## config.mk

```make
export PLATFORM = sky130hd
export DESIGN_NAME = axil_user_master_flat
export DESIGN_NICKNAME = d
export VERILOG_FILES = /design/src/rtl/axil_user_master_if.sv /design/src/rtl/axil_user_master.sv /design/src/flat_wrapper.sv
export SDC_FILE = /design/constraint.sdc
export NUM_CORES = 1
export LEC_CHECK = 0
export BUFFER_PORTS_ARGS = -buffer_cell sky130_fd_sc_hd__buf_4
export CELL_PAD_IN_SITES_DETAIL_PLACEMENT = 1
export CELL_PAD_IN_SITES_GLOBAL_PLACEMENT = 1
export CORE_MARGIN = 4
export CORE_UTILIZATION = 41
export DETAILED_ROUTE_END_ITERATION = 16
export PLACE_DENSITY = 0.9
export SLEW_MARGIN = 20
export SYNTH_ARGS = -nofsm -noshare
export SYNTH_HDL_FRONTEND = slang
export SYNTH_SLANG_ARGS = --single-unit
```

## constraint.sdc

```tcl
create_clock -name clk -period 4 [get_ports clk]
set_input_delay 0.8 -clock clk [delete_from_list [all_inputs] [get_ports clk]]
set_output_delay 0.8 -clock clk [all_outputs]
set_load 0.03 [all_outputs]
```

## src/rtl/axil_user_master_if.sv

```systemverilog
// AXI4-Lite master-side bus bundle used between axil_user_master and the
// interconnect/slave. Signal names follow the AXI channel naming.
interface axil_user_master_if #(
    parameter int unsigned ADDR_W = 32,
    parameter int unsigned DATA_W = 32
) ();
    // AW channel
    logic [ADDR_W-1:0]   M_AWADDR;
    logic                M_AWVALID;
    logic                M_AWREADY;
    // W channel
    logic [DATA_W-1:0]   M_WDATA;
    logic [DATA_W/8-1:0] M_WSTRB;
    logic                M_WVALID;
    logic                M_WREADY;
    // B channel
    logic [1:0]          M_BRESP;
    logic                M_BVALID;
    logic                M_BREADY;
    // AR channel
    logic [ADDR_W-1:0]   M_ARADDR;
    logic                M_ARVALID;
    logic                M_ARREADY;
    // R channel
    logic [DATA_W-1:0]   M_RDATA;
    logic [1:0]          M_RRESP;
    logic                M_RVALID;
    logic                M_RREADY;

    modport master (
        output M_AWADDR, M_AWVALID, input M_AWREADY,
        output M_WDATA, M_WSTRB, M_WVALID, input M_WREADY,
        input M_BRESP, M_BVALID, output M_BREADY,
        output M_ARADDR, M_ARVALID, input M_ARREADY,
        input M_RDATA, M_RRESP, M_RVALID, output M_RREADY
    );

    modport slave (
        input M_AWADDR, M_AWVALID, output M_AWREADY,
        input M_WDATA, M_WSTRB, M_WVALID, output M_WREADY,
        output M_BRESP, M_BVALID, input M_BREADY,
        input M_ARADDR, M_ARVALID, output M_ARREADY,
        output M_RDATA, M_RRESP, M_RVALID, input M_RREADY
    );
endinterface

```

## src/rtl/axil_user_master.sv

```systemverilog
// User request to AXI4-Lite master bridge. Writes map to one AXI-Lite write;
// reads expand into U_BLEN+1 single-beat reads at incrementing addresses.
// Every output is a register; next values are computed combinationally.
module axil_user_master #(
    parameter int unsigned ADDR_W   = 32,
    parameter int unsigned DATA_W   = 32,
    parameter int unsigned ADDR_INC = 4
) (
    input  logic                clk,
    input  logic                reset,
    input  logic                U_WVALID,
    input  logic [ADDR_W-1:0]   U_AWADDR,
    input  logic [DATA_W-1:0]   U_WDATA,
    input  logic [DATA_W/8-1:0] U_STRB,
    input  logic                U_RVALID,
    input  logic [ADDR_W-1:0]   U_ARADDR,
    input  logic [3:0]          U_BLEN,
    output logic [DATA_W-1:0]   U_RDATA,
    output logic                U_BUSY,
    output logic                U_WDONE,
    output logic                U_RDONE,
    output logic                U_ERR,
    axil_user_master_if.master  m_axil
);

    typedef enum logic [2:0] {
        S_IDLE,
        S_WR,
        S_WR_B,
        S_RD_AR,
        S_RD_R
    } state_t;

    state_t              state_q, state_d;
    logic [ADDR_W-1:0]   awaddr_q, awaddr_d;
    logic [DATA_W-1:0]   wdata_q, wdata_d;
    logic [DATA_W/8-1:0] wstrb_q, wstrb_d;
    logic                awvalid_q, awvalid_d;
    logic                wvalid_q, wvalid_d;
    logic                bready_q, bready_d;
    logic [ADDR_W-1:0]   araddr_q, araddr_d;
    logic                arvalid_q, arvalid_d;
    logic                rready_q, rready_d;
    logic [ADDR_W-1:0]   base_q, base_d;
    logic [3:0]          blen_q, blen_d;
    logic [3:0]          beat_q, beat_d;
    logic                acc_q, acc_d;
    logic [DATA_W-1:0]   rdata_q, rdata_d;
    logic                busy_q, busy_d;
    logic                wdone_q, wdone_d;
    logic                rdone_q, rdone_d;
    logic                err_q, err_d;

    logic                aw_done;
    logic                w_done;
    logic [3:0]          beat_inc;
    logic [ADDR_W-1:0]   beat_offset;

    // Next-state and next-output computation for all registered signals
    always_comb begin
        state_d     = state_q;
        awaddr_d    = awaddr_q;
        wdata_d     = wdata_q;
        wstrb_d     = wstrb_q;
        awvalid_d   = awvalid_q;
        wvalid_d    = wvalid_q;
        bready_d    = bready_q;
        araddr_d    = araddr_q;
        arvalid_d   = arvalid_q;
        rready_d    = rready_q;
        base_d      = base_q;
        blen_d      = blen_q;
        beat_d      = beat_q;
        acc_d       = acc_q;
        rdata_d     = rdata_q;
        wdone_d     = 1'b0;
        rdone_d     = 1'b0;
        err_d       = 1'b0;
        aw_done     = !awvalid_q || m_axil.M_AWREADY;
        w_done      = !wvalid_q || m_axil.M_WREADY;
        beat_inc    = beat_q + 4'd1;
        beat_offset = ADDR_W'(beat_inc) * ADDR_W'(ADDR_INC);

        case (state_q)
            S_IDLE: begin
                if (U_WVALID) begin
                    awaddr_d  = U_AWADDR;
                    wdata_d   = U_WDATA;
                    wstrb_d   = U_STRB;
                    awvalid_d = 1'b1;
                    wvalid_d  = 1'b1;
                    state_d   = S_WR;
                end else if (U_RVALID) begin
                    base_d    = U_ARADDR;
                    blen_d    = U_BLEN;
                    beat_d    = '0;
                    acc_d     = 1'b0;
                    araddr_d  = U_ARADDR;
                    arvalid_d = 1'b1;
                    state_d   = S_RD_AR;
                end
            end
            S_WR: begin
                // AW and W complete independently; leave once both have
                if (awvalid_q && m_axil.M_AWREADY) awvalid_d = 1'b0;
                if (wvalid_q && m_axil.M_WREADY)   wvalid_d  = 1'b0;
                if (aw_done && w_done) begin
                    bready_d = 1'b1;
                    state_d  = S_WR_B;
                end
            end
            S_WR_B: begin
                if (m_axil.M_BVALID) begin
                    bready_d = 1'b0;
                    wdone_d  = 1'b1;
                    err_d    = m_axil.M_BRESP[1];
                    state_d  = S_IDLE;
                end
            end
            S_RD_AR: begin
                if (m_axil.M_ARREADY) begin
                    arvalid_d = 1'b0;
                    rready_d  = 1'b1;
                    state_d   = S_RD_R;
                end
            end
            S_RD_R: begin
                if (m_axil.M_RVALID) begin
                    rdata_d  = m_axil.M_RDATA;
                    acc_d    = acc_q | m_axil.M_RRESP[1];
                    rready_d = 1'b0;
                    if (beat_q == blen_q) begin
                        rdone_d = 1'b1;
                        err_d   = acc_q | m_axil.M_RRESP[1];
                        state_d = S_IDLE;
                    end else begin
                        beat_d    = beat_inc;
                        araddr_d  = base_q + beat_offset;
                        arvalid_d = 1'b1;
                        state_d   = S_RD_AR;
                    end
                end
            end
            default: state_d = S_IDLE;
        endcase

        busy_d = (state_d != S_IDLE);
    end

    // State and output registers; reset drops every VALID/READY at once
    always_ff @(posedge clk or negedge reset) begin
        if (!reset) begin
            state_q   <= S_IDLE;
            awaddr_q  <= '0;
            wdata_q   <= '0;
            wstrb_q   <= '0;
            awvalid_q <= 1'b0;
            wvalid_q  <= 1'b0;
            bready_q  <= 1'b0;
            araddr_q  <= '0;
            arvalid_q <= 1'b0;
            rready_q  <= 1'b0;
            base_q    <= '0;
            blen_q    <= '0;
            beat_q    <= '0;
            acc_q     <= 1'b0;
            rdata_q   <= '0;
            busy_q    <= 1'b0;
            wdone_q   <= 1'b0;
            rdone_q   <= 1'b0;
            err_q     <= 1'b0;
        end else begin
            state_q   <= state_d;
            awaddr_q  <= awaddr_d;
            wdata_q   <= wdata_d;
            wstrb_q   <= wstrb_d;
            awvalid_q <= awvalid_d;
            wvalid_q  <= wvalid_d;
            bready_q  <= bready_d;
            araddr_q  <= araddr_d;
            arvalid_q <= arvalid_d;
            rready_q  <= rready_d;
            base_q    <= base_d;
            blen_q    <= blen_d;
            beat_q    <= beat_d;
            acc_q     <= acc_d;
            rdata_q   <= rdata_d;
            busy_q    <= busy_d;
            wdone_q   <= wdone_d;
            rdone_q   <= rdone_d;
            err_q     <= err_d;
        end
    end

    assign m_axil.M_AWADDR  = awaddr_q;
    assign m_axil.M_AWVALID = awvalid_q;
    assign m_axil.M_WDATA   = wdata_q;
    assign m_axil.M_WSTRB   = wstrb_q;
    assign m_axil.M_WVALID  = wvalid_q;
    assign m_axil.M_BREADY  = bready_q;
    assign m_axil.M_ARADDR  = araddr_q;
    assign m_axil.M_ARVALID = arvalid_q;
    assign m_axil.M_RREADY  = rready_q;

    assign U_RDATA = rdata_q;
    assign U_BUSY  = busy_q;
    assign U_WDONE = wdone_q;
    assign U_RDONE = rdone_q;
    assign U_ERR   = err_q;

endmodule

```

## src/flat_wrapper.sv

```systemverilog
// flat-port wrapper written by rule: the top's interface ports become plain ports
module axil_user_master_flat 
#(
    parameter int unsigned ADDR_W   = 32,
    parameter int unsigned DATA_W   = 32,
    parameter int unsigned ADDR_INC = 4
)
  (clk, reset, U_WVALID, U_AWADDR, U_WDATA, U_STRB, U_RVALID, U_ARADDR, U_BLEN, U_RDATA, U_BUSY, U_WDONE, U_RDONE, U_ERR, m_axil_M_AWADDR, m_axil_M_AWVALID, m_axil_M_AWREADY, m_axil_M_WDATA, m_axil_M_WSTRB, m_axil_M_WVALID, m_axil_M_WREADY, m_axil_M_BRESP, m_axil_M_BVALID, m_axil_M_BREADY, m_axil_M_ARADDR, m_axil_M_ARVALID, m_axil_M_ARREADY, m_axil_M_RDATA, m_axil_M_RRESP, m_axil_M_RVALID, m_axil_M_RREADY);
  axil_user_master_if #(.ADDR_W(ADDR_W), .DATA_W(DATA_W)) m_axil_i ();
  input  logic clk;
  input  logic reset;
  input  logic U_WVALID;
  input  logic [ADDR_W-1:0] U_AWADDR;
  input  logic [DATA_W-1:0] U_WDATA;
  input  logic [DATA_W/8-1:0] U_STRB;
  input  logic U_RVALID;
  input  logic [ADDR_W-1:0] U_ARADDR;
  input  logic [3:0] U_BLEN;
  output logic [DATA_W-1:0] U_RDATA;
  output logic U_BUSY;
  output logic U_WDONE;
  output logic U_RDONE;
  output logic U_ERR;
  output wire logic [$bits(m_axil_i.M_AWADDR)-1:0] m_axil_M_AWADDR;
  output wire logic [$bits(m_axil_i.M_AWVALID)-1:0] m_axil_M_AWVALID;
  input wire logic [$bits(m_axil_i.M_AWREADY)-1:0] m_axil_M_AWREADY;
  output wire logic [$bits(m_axil_i.M_WDATA)-1:0] m_axil_M_WDATA;
  output wire logic [$bits(m_axil_i.M_WSTRB)-1:0] m_axil_M_WSTRB;
  output wire logic [$bits(m_axil_i.M_WVALID)-1:0] m_axil_M_WVALID;
  input wire logic [$bits(m_axil_i.M_WREADY)-1:0] m_axil_M_WREADY;
  input wire logic [$bits(m_axil_i.M_BRESP)-1:0] m_axil_M_BRESP;
  input wire logic [$bits(m_axil_i.M_BVALID)-1:0] m_axil_M_BVALID;
  output wire logic [$bits(m_axil_i.M_BREADY)-1:0] m_axil_M_BREADY;
  output wire logic [$bits(m_axil_i.M_ARADDR)-1:0] m_axil_M_ARADDR;
  output wire logic [$bits(m_axil_i.M_ARVALID)-1:0] m_axil_M_ARVALID;
  input wire logic [$bits(m_axil_i.M_ARREADY)-1:0] m_axil_M_ARREADY;
  input wire logic [$bits(m_axil_i.M_RDATA)-1:0] m_axil_M_RDATA;
  input wire logic [$bits(m_axil_i.M_RRESP)-1:0] m_axil_M_RRESP;
  input wire logic [$bits(m_axil_i.M_RVALID)-1:0] m_axil_M_RVALID;
  output wire logic [$bits(m_axil_i.M_RREADY)-1:0] m_axil_M_RREADY;
  assign m_axil_M_AWADDR = m_axil_i.M_AWADDR;
  assign m_axil_M_AWVALID = m_axil_i.M_AWVALID;
  assign m_axil_i.M_AWREADY = m_axil_M_AWREADY;
  assign m_axil_M_WDATA = m_axil_i.M_WDATA;
  assign m_axil_M_WSTRB = m_axil_i.M_WSTRB;
  assign m_axil_M_WVALID = m_axil_i.M_WVALID;
  assign m_axil_i.M_WREADY = m_axil_M_WREADY;
  assign m_axil_i.M_BRESP = m_axil_M_BRESP;
  assign m_axil_i.M_BVALID = m_axil_M_BVALID;
  assign m_axil_M_BREADY = m_axil_i.M_BREADY;
  assign m_axil_M_ARADDR = m_axil_i.M_ARADDR;
  assign m_axil_M_ARVALID = m_axil_i.M_ARVALID;
  assign m_axil_i.M_ARREADY = m_axil_M_ARREADY;
  assign m_axil_i.M_RDATA = m_axil_M_RDATA;
  assign m_axil_i.M_RRESP = m_axil_M_RRESP;
  assign m_axil_i.M_RVALID = m_axil_M_RVALID;
  assign m_axil_M_RREADY = m_axil_i.M_RREADY;
  axil_user_master #(.ADDR_W(ADDR_W), .DATA_W(DATA_W), .ADDR_INC(ADDR_INC)) u_core (.clk(clk), .reset(reset), .U_WVALID(U_WVALID), .U_AWADDR(U_AWADDR), .U_WDATA(U_WDATA), .U_STRB(U_STRB), .U_RVALID(U_RVALID), .U_ARADDR(U_ARADDR), .U_BLEN(U_BLEN), .U_RDATA(U_RDATA), .U_BUSY(U_BUSY), .U_WDONE(U_WDONE), .U_RDONE(U_RDONE), .U_ERR(U_ERR), .m_axil(m_axil_i));
endmodule
```

==> flow_metrics.tcl, run 1 <==
set metrics [dict create \
    fin_cells 1279 \
    fin_setup_tns_ps 0 \
    synth_xor_area_share_pct 1.52 \
    worst_path_max_delay_cell "or4b_4" \
    htree_levels 4 \
    yosys.area_share.adder_pct 1.02 \
    initial_core_util_pct 41.6 \
    worst_pin_slew_ps 889 \
    drv_cap 0 \
    critPathMaxStageDelay_ps 550 \
    grtUsageTotal_pct 26.9 \
    finish.instance_area_um2 11100 \
    overflow 0 \
    place_congestion 0.803 \
    synth.top_cell.area_share_pct 57.3 \
    p_per_area_nw_per_um2 888 \
    drtIter0Drc 313 \
    synthArstFlopShare_pct 100 \
    syn_area_per_cell_um2 11.2 \
    area_growth_pct 37.4 \
    grt_max_degree 94 \
    ir_worst_vdd_mv 0.332 \
    yosys-top-cells-count "185 x dfrtp_1, 152 x nand2_1, 100 x mux2_2" \
    vias_per_cell 5.31 \
    yosysSeqAreaShare_pct 57.3 \
    crit_type "flop to flop" \
    ioPinCount 290 \
    synth_compound_area_share_pct 9.04 \
    clock_path_buffers 2 \
    drive_gt1_share_pct 44.0 \
    dp_hpwl_mm 20.6 \
    port_buffers 287 \
    cts_sinks 185 \
    n_fill_cell 2134 \
    cp_data_arrival_time_ps 3280 \
    netlist_area_um2 8080 \
    hold_viol_final 0 \
    hp-class "input pin to asynchronous set/reset pin" \
    relSlewSlack_pct 40.8 \
    synthCells 720 \
    place_area_um2 10500 \
    fin_ws_ps 1070 \
    die_area_um2 22000 \
    totalPowerFinal_mw 9.86 \
    ctsHoldBuffers 0 \
    clkTransAtPathRegs_ps 70 \
    synth_top_family_by_area "multiplexers" \
    crit_chain "ha_1 -> xor2_1 -> ha_1 -> o21ai_0 -> o21bai_1 -> or4b_4 -> nor3b_1 -> o31ai_2" \
    dp_slack_ps 1090 \
    fp.dieH_um 148 \
    clock_skew_ps 11.1 \
    rsz0062_at_grt "no" \
    synth_top_area_cell "dfrtp_1" \
    dp_cells 1244 \
    final_util_pct 57.2 \
    ant_nets 0 \
    postCtsSetupBuffers 0 \
    fin_crit_ps 2930 \
    yosysMostFrequentCell "dfrtp_1" \
    start_kind "flop" \
    yosysUniqueCellTypes 60 \
    grt_pass1_wl_mm 45.1 \
    post-route-period-util_pct 73.3 \
    outcome "completed" \
    fmax_ghz 0.341 \
    synth_warnings 0 \
    core_area_um2 19400 \
    critPathMaxFanout 6 \
    cts_tree "built" \
    finalWirelength_mm 29.5 \
    synth.area.mux_share_pct 14.3 \
    rows 51 \
    setup_viol 0 \
    synth_edf_count 0 \
    die_w_um 148 \
    drc 0 \
    synthFlopType "dfrtp_1" \
    whs_ps 427 \
    root_buffer "clkbuf_16" \
    route.vias.total 6794 \
    leakage_nw 5.27 \
    cp_common_cell "ha_1" \
    numCtsBuffers 17 \
    first_pass_iters 4 \
    finalNetCount 1153 \
    cp.required_ps 4350 \
    insertion_delay_ps 440 \
    ys_ff_latch 185 \
    grt_pass1_vias 7489 \
    drv_slew 0 \
    syn_nets 875 \
    synthTopCellsByArea "dfrtp_1 57%, mux2_2 14%, nand2_1 7.1%" \
    wl_per_cell_um 23.1 \
    antenna_found_initial 3 \
    cts_resized 0 \
    synthSimpleGateAreaFrac_pct 14.0 \
    cp-end-kind "flop" \
]
## final cells by class
type | count | area, µm² | share of cell area, %
Timing Repair Buffer | 299 | 2250 | 20.3
Antenna cell | 3 | 7.51 | 0.0676
Multi-Input combinational cell | 484 | 3260 | 29.3
Clock buffer | 18 | 439 | 3.96
Inverter | 11 | 41.3 | 0.372
Clock inverter | 14 | 148 | 1.33
Tap cell | 265 | 332 | 2.99
Sequential cell | 185 | 4630 | 41.7
## report_power, final
part,internal (mW),total [mW],switching [mW]
combinational,1.84,4.68,2.84
sequential,2.76,3.48,0.722
clock,0.855,1.69,0.840
total,5.45,9.86,4.40
## worst max-delay path: cells and delay by family (launching register included)
kind | cells | cell delay (ps)
flip-flops | 1 | 450
XOR/XNOR | 1 | 180
AND/OR/NAND/NOR | 2 | 710
adder cells (fa/ha/maj) | 2 | 620
AO/OA/AOI/OAI | 3 | 890
## kinds of logic after synthesis
family	after synthesis
AO/OA/AOI/OAI	115
buffers and inverters	51
AND/OR/NAND/NOR	246
multiplexers	103
adder cells (fa/ha/maj)	6
flip-flops	185
XOR/XNOR	14
## state kept, by name, indices dropped and copies added (netlist names), 3 cells and up
| name | flops |
|---|---|
| u_core.blen_q | 4 |
| u_core.U_RDATA | 32 |
| u_core.m_axil.M_ARADDR | 32 |
| u_core.m_axil.M_WSTRB | 4 |
| u_core.state_q | 3 |
| u_core.m_axil.M_AWADDR | 32 |
| u_core.beat_q | 4 |
| u_core.base_q | 32 |
| u_core.m_axil.M_WDATA | 32 |
## per-layer routing
layer | vias up | global-route usage (%) | share of wire, % | wire [µm]
met1 | 3418 | 29.3 | 36 | 10700
li1 | 3086 | - | - | -
met2 | 226 | 48.5 | 53 | 15600
met3 | 64 | 7.22 | 6.5 | 1920
met5 | - | 0 | 0 | 0
met4 | 0 | 13.2 | 4.3 | 1280
## placed cells by master, fill, tap and decap left out, types with 8 or more instances in the layout
master | netlist | final
a21oi_1 | 12 | 12
nand2_1 | 152 | 152
mux2_2 | 100 | 100
o21ai_0 | 50 | 50
clkbuf_16 | 0 | 17
dfrtp_1 | 185 | 185
nor2_1 | 25 | 24
nor3_1 | 8 | 8
nand3_1 | 11 | 11
inv_1 | 11 | 11
nand4_1 | 11 | 11
buf_4 | 1 | 298
a211oi_1 | 8 | 8
## final timing paths
check,start,endpoint,slack (ps),cells after the start
min in group clk,u_core.m_axil.M_ARADDR[10],u_core.m_axil.M_ARADDR[10],480,2
min reg2reg,u_core.m_axil.M_ARADDR[10],u_core.m_axil.M_ARADDR[10],480,2
max in group asynchronous,reset,u_core.m_axil.M_AWVALID,2400,2
max,u_core.beat_q[0],u_core.m_axil.M_ARADDR[23],1070,8
max reg2reg,u_core.beat_q[0],u_core.m_axil.M_ARADDR[23],1070,8
min,reset,u_core.m_axil.M_ARADDR[13],430,1
(Power assumes the default switching activity.)
==> inputs of run 2 (changes only) <==
--- a/config.mk
+++ b/config.mk
@@ -9,9 +9,9 @@
 export CELL_PAD_IN_SITES_DETAIL_PLACEMENT = 1
 export CELL_PAD_IN_SITES_GLOBAL_PLACEMENT = 1
 export CORE_MARGIN = 4
-export CORE_UTILIZATION = 41
+export CORE_UTILIZATION = 34
 export DETAILED_ROUTE_END_ITERATION = 16
-export PLACE_DENSITY = 0.9
+export PLACE_DENSITY = 0.8
 export SLEW_MARGIN = 20
 export SYNTH_ARGS = -nofsm -noshare
 export SYNTH_HDL_FRONTEND = slang
==> constraint.sdc (replaced) <==
create_clock -name clk -period 2.41 [get_ports clk]
set_input_delay 0.482 -clock clk [delete_from_list [all_inputs] [get_ports clk]]
set_output_delay 0.482 -clock clk [all_outputs]
set_load 0.03 [all_outputs]
==> flow_metrics.tcl, run 2 (synthesis gave the netlist of run 1 again) <==
set metrics [dict create \
    outcome "finished with violations" \
    violations "negative setup slack" \
    p_per_area_nw_per_um2 1430 \
    ioPinCount 290 \
    fin_ws_ps -20.7 \
    fin_crit_ps 2430 \
    seqCellArea_um2 4630 \
    cts_tree "built" \
    grt_pass1_vias 7265 \
    drive_gt1_share_pct 47.4 \
    dp_slack_ps -168 \
    vias_per_cell 4.95 \
    port_buffers 287 \
    final_common_cell "buf_4" \
    overflow 0 \
    drtIter0Drc 291 \
    drv_cap 0 \
    numCtsBuffers 17 \
    route.vias.total 6721 \
    crit_chain "buf_6 -> nand3_2 -> xnor2_2 -> ha_1 -> o21ai_1 -> o21bai_2 -> or4b_4 -> nor3b_1 -> o31ai_2" \
    cp_num_buf_inv 1 \
    insertion_delay_ps 440 \
    clock_path_buffers 2 \
    setup_viol 1 \
    fp.dieH_um 162 \
    critPathMaxFanout 4 \
    fin_setup_tns_ps -20.7 \
    drv_slew 0 \
    worst_pin_slew_ps 591 \
    start_kind "flop" \
    cts_sinks 185 \
    place_congestion 0.790 \
    cp-end-kind "flop" \
    drc 0 \
    grtUsageTotal_pct 20.7 \
    rsz0062_at_grt "yes" \
    finalNetCount 1180 \
    clock_skew_ps 16.8 \
    root_buffer "clkbuf_16" \
    grt_pass1_wl_mm 42.2 \
    worst_path_max_delay_cell "or4b_4" \
    hp-class "input pin to asynchronous set/reset pin" \
    die_w_um 162 \
    ant_nets 0 \
    initial_core_util_pct 34.5 \
    cp.required_ps 2750 \
    ir_worst_vdd_mv 0.591 \
    hold_viol_final 0 \
    post-route-period-util_pct 101 \
    wl_per_cell_um 20.3 \
    finalWirelength_mm 27.6 \
    leakage_nw 5.47 \
    crit_type "flop to flop" \
    dp_hpwl_mm 20.6 \
    core_area_um2 23400 \
    critPathMaxStageDelay_ps 500 \
    crit_family "simple AND/OR/NAND/NOR gates" \
    die_area_um2 26300 \
    n_fill_cell 2595 \
    fmax_ghz 0.411 \
    clkTransAtPathRegs_ps 80 \
    htree_levels 4 \
    area_growth_pct 43.4 \
    first_pass_iters 4 \
    rows 56 \
    grt_max_degree 69 \
    antenna_found_initial 3 \
    relSlewSlack_pct 60.3 \
    cp_data_arrival_time_ps 2770 \
    multi_input_area_um2 3380 \
    layout_common_cells "319 x buf_4, 185 x dfrtp_1, 152 x nand2_1" \
]
==> run 2: path summary, 6_finish.rpt <==
path | startpoint | end | slack (ps) | cells after the start
worst max register to register | u_core.beat_q[0] | u_core.m_axil.M_ARADDR[23] | -20 | 9
worst max-delay path | u_core.beat_q[0] | u_core.m_axil.M_ARADDR[23] | -20 | 9
worst min register to register | u_core.m_axil.M_ARADDR[14] | u_core.m_axil.M_ARADDR[14] | 480 | 1
min in group clk | U_ARADDR[25] | u_core.base_q[25] | 240 | 3
worst min-delay path | reset | u_core.m_axil.M_ARADDR[12] | 10 | 1
max in group asynchronous | reset | u_core.m_axil.M_AWADDR[3] | 1640 | 2
==> run 2: per-layer routing <==
layer	global-route usage (%)	part of all wire, %	wire, µm
met5	0	0.072	20
met3	5.73	6.4	1780
met2	37.2	53	14500
met1	23.5	38	10600
met4	7.57	2.5	700
==> run 2: repair_timing <==
action | CTS | global route
resized for setup | 10 | 17
pin swaps | 4 | 11
hold buffers | 0 | 0
setup endpoints to repair | 13 | 19
setup buffers | 1 | 3
==> run 2: per-stage QoR <==
step / utilization, % / instances / instance area (µm²) / hold WS [ps] / power (mW)
finish: 49.5 / 1359 / 11600 / 11.6 / 16.5
global route: 49.5 / 1359 / 11600 / 45.6 / 17.5
CTS: 49.0 / 1354 / 11500 / 40.0 / 16.6
floorplan: - / 720 / 8090 / 186 / 10.2
global placement: 46.2 / 1321 / 10800 / 459 / 13.3
detailed placement: 46.2 / 1321 / 10800 / 469 / 13.6
==> run 2: cell type report <==
| type | instances | share of cell area (%) |
|---|---|---|
| diodes | 2 | 0.0432 |
| clock buffers | 17 | 3.67 |
| clock inverters | 15 | 1.68 |
| inverters | 11 | 0.356 |
| multi-input cells | 484 | 29.2 |
| flip-flops and latches | 185 | 39.9 |
| well taps | 319 | 3.44 |
| repair buffers | 326 | 21.7 |
==> run 2: power by group <==
group,internal [mW],switching (mW)
sequential,4.57,1.09
clock,1.51,1.44
combinational,3.28,4.65
total,9.36,7.18
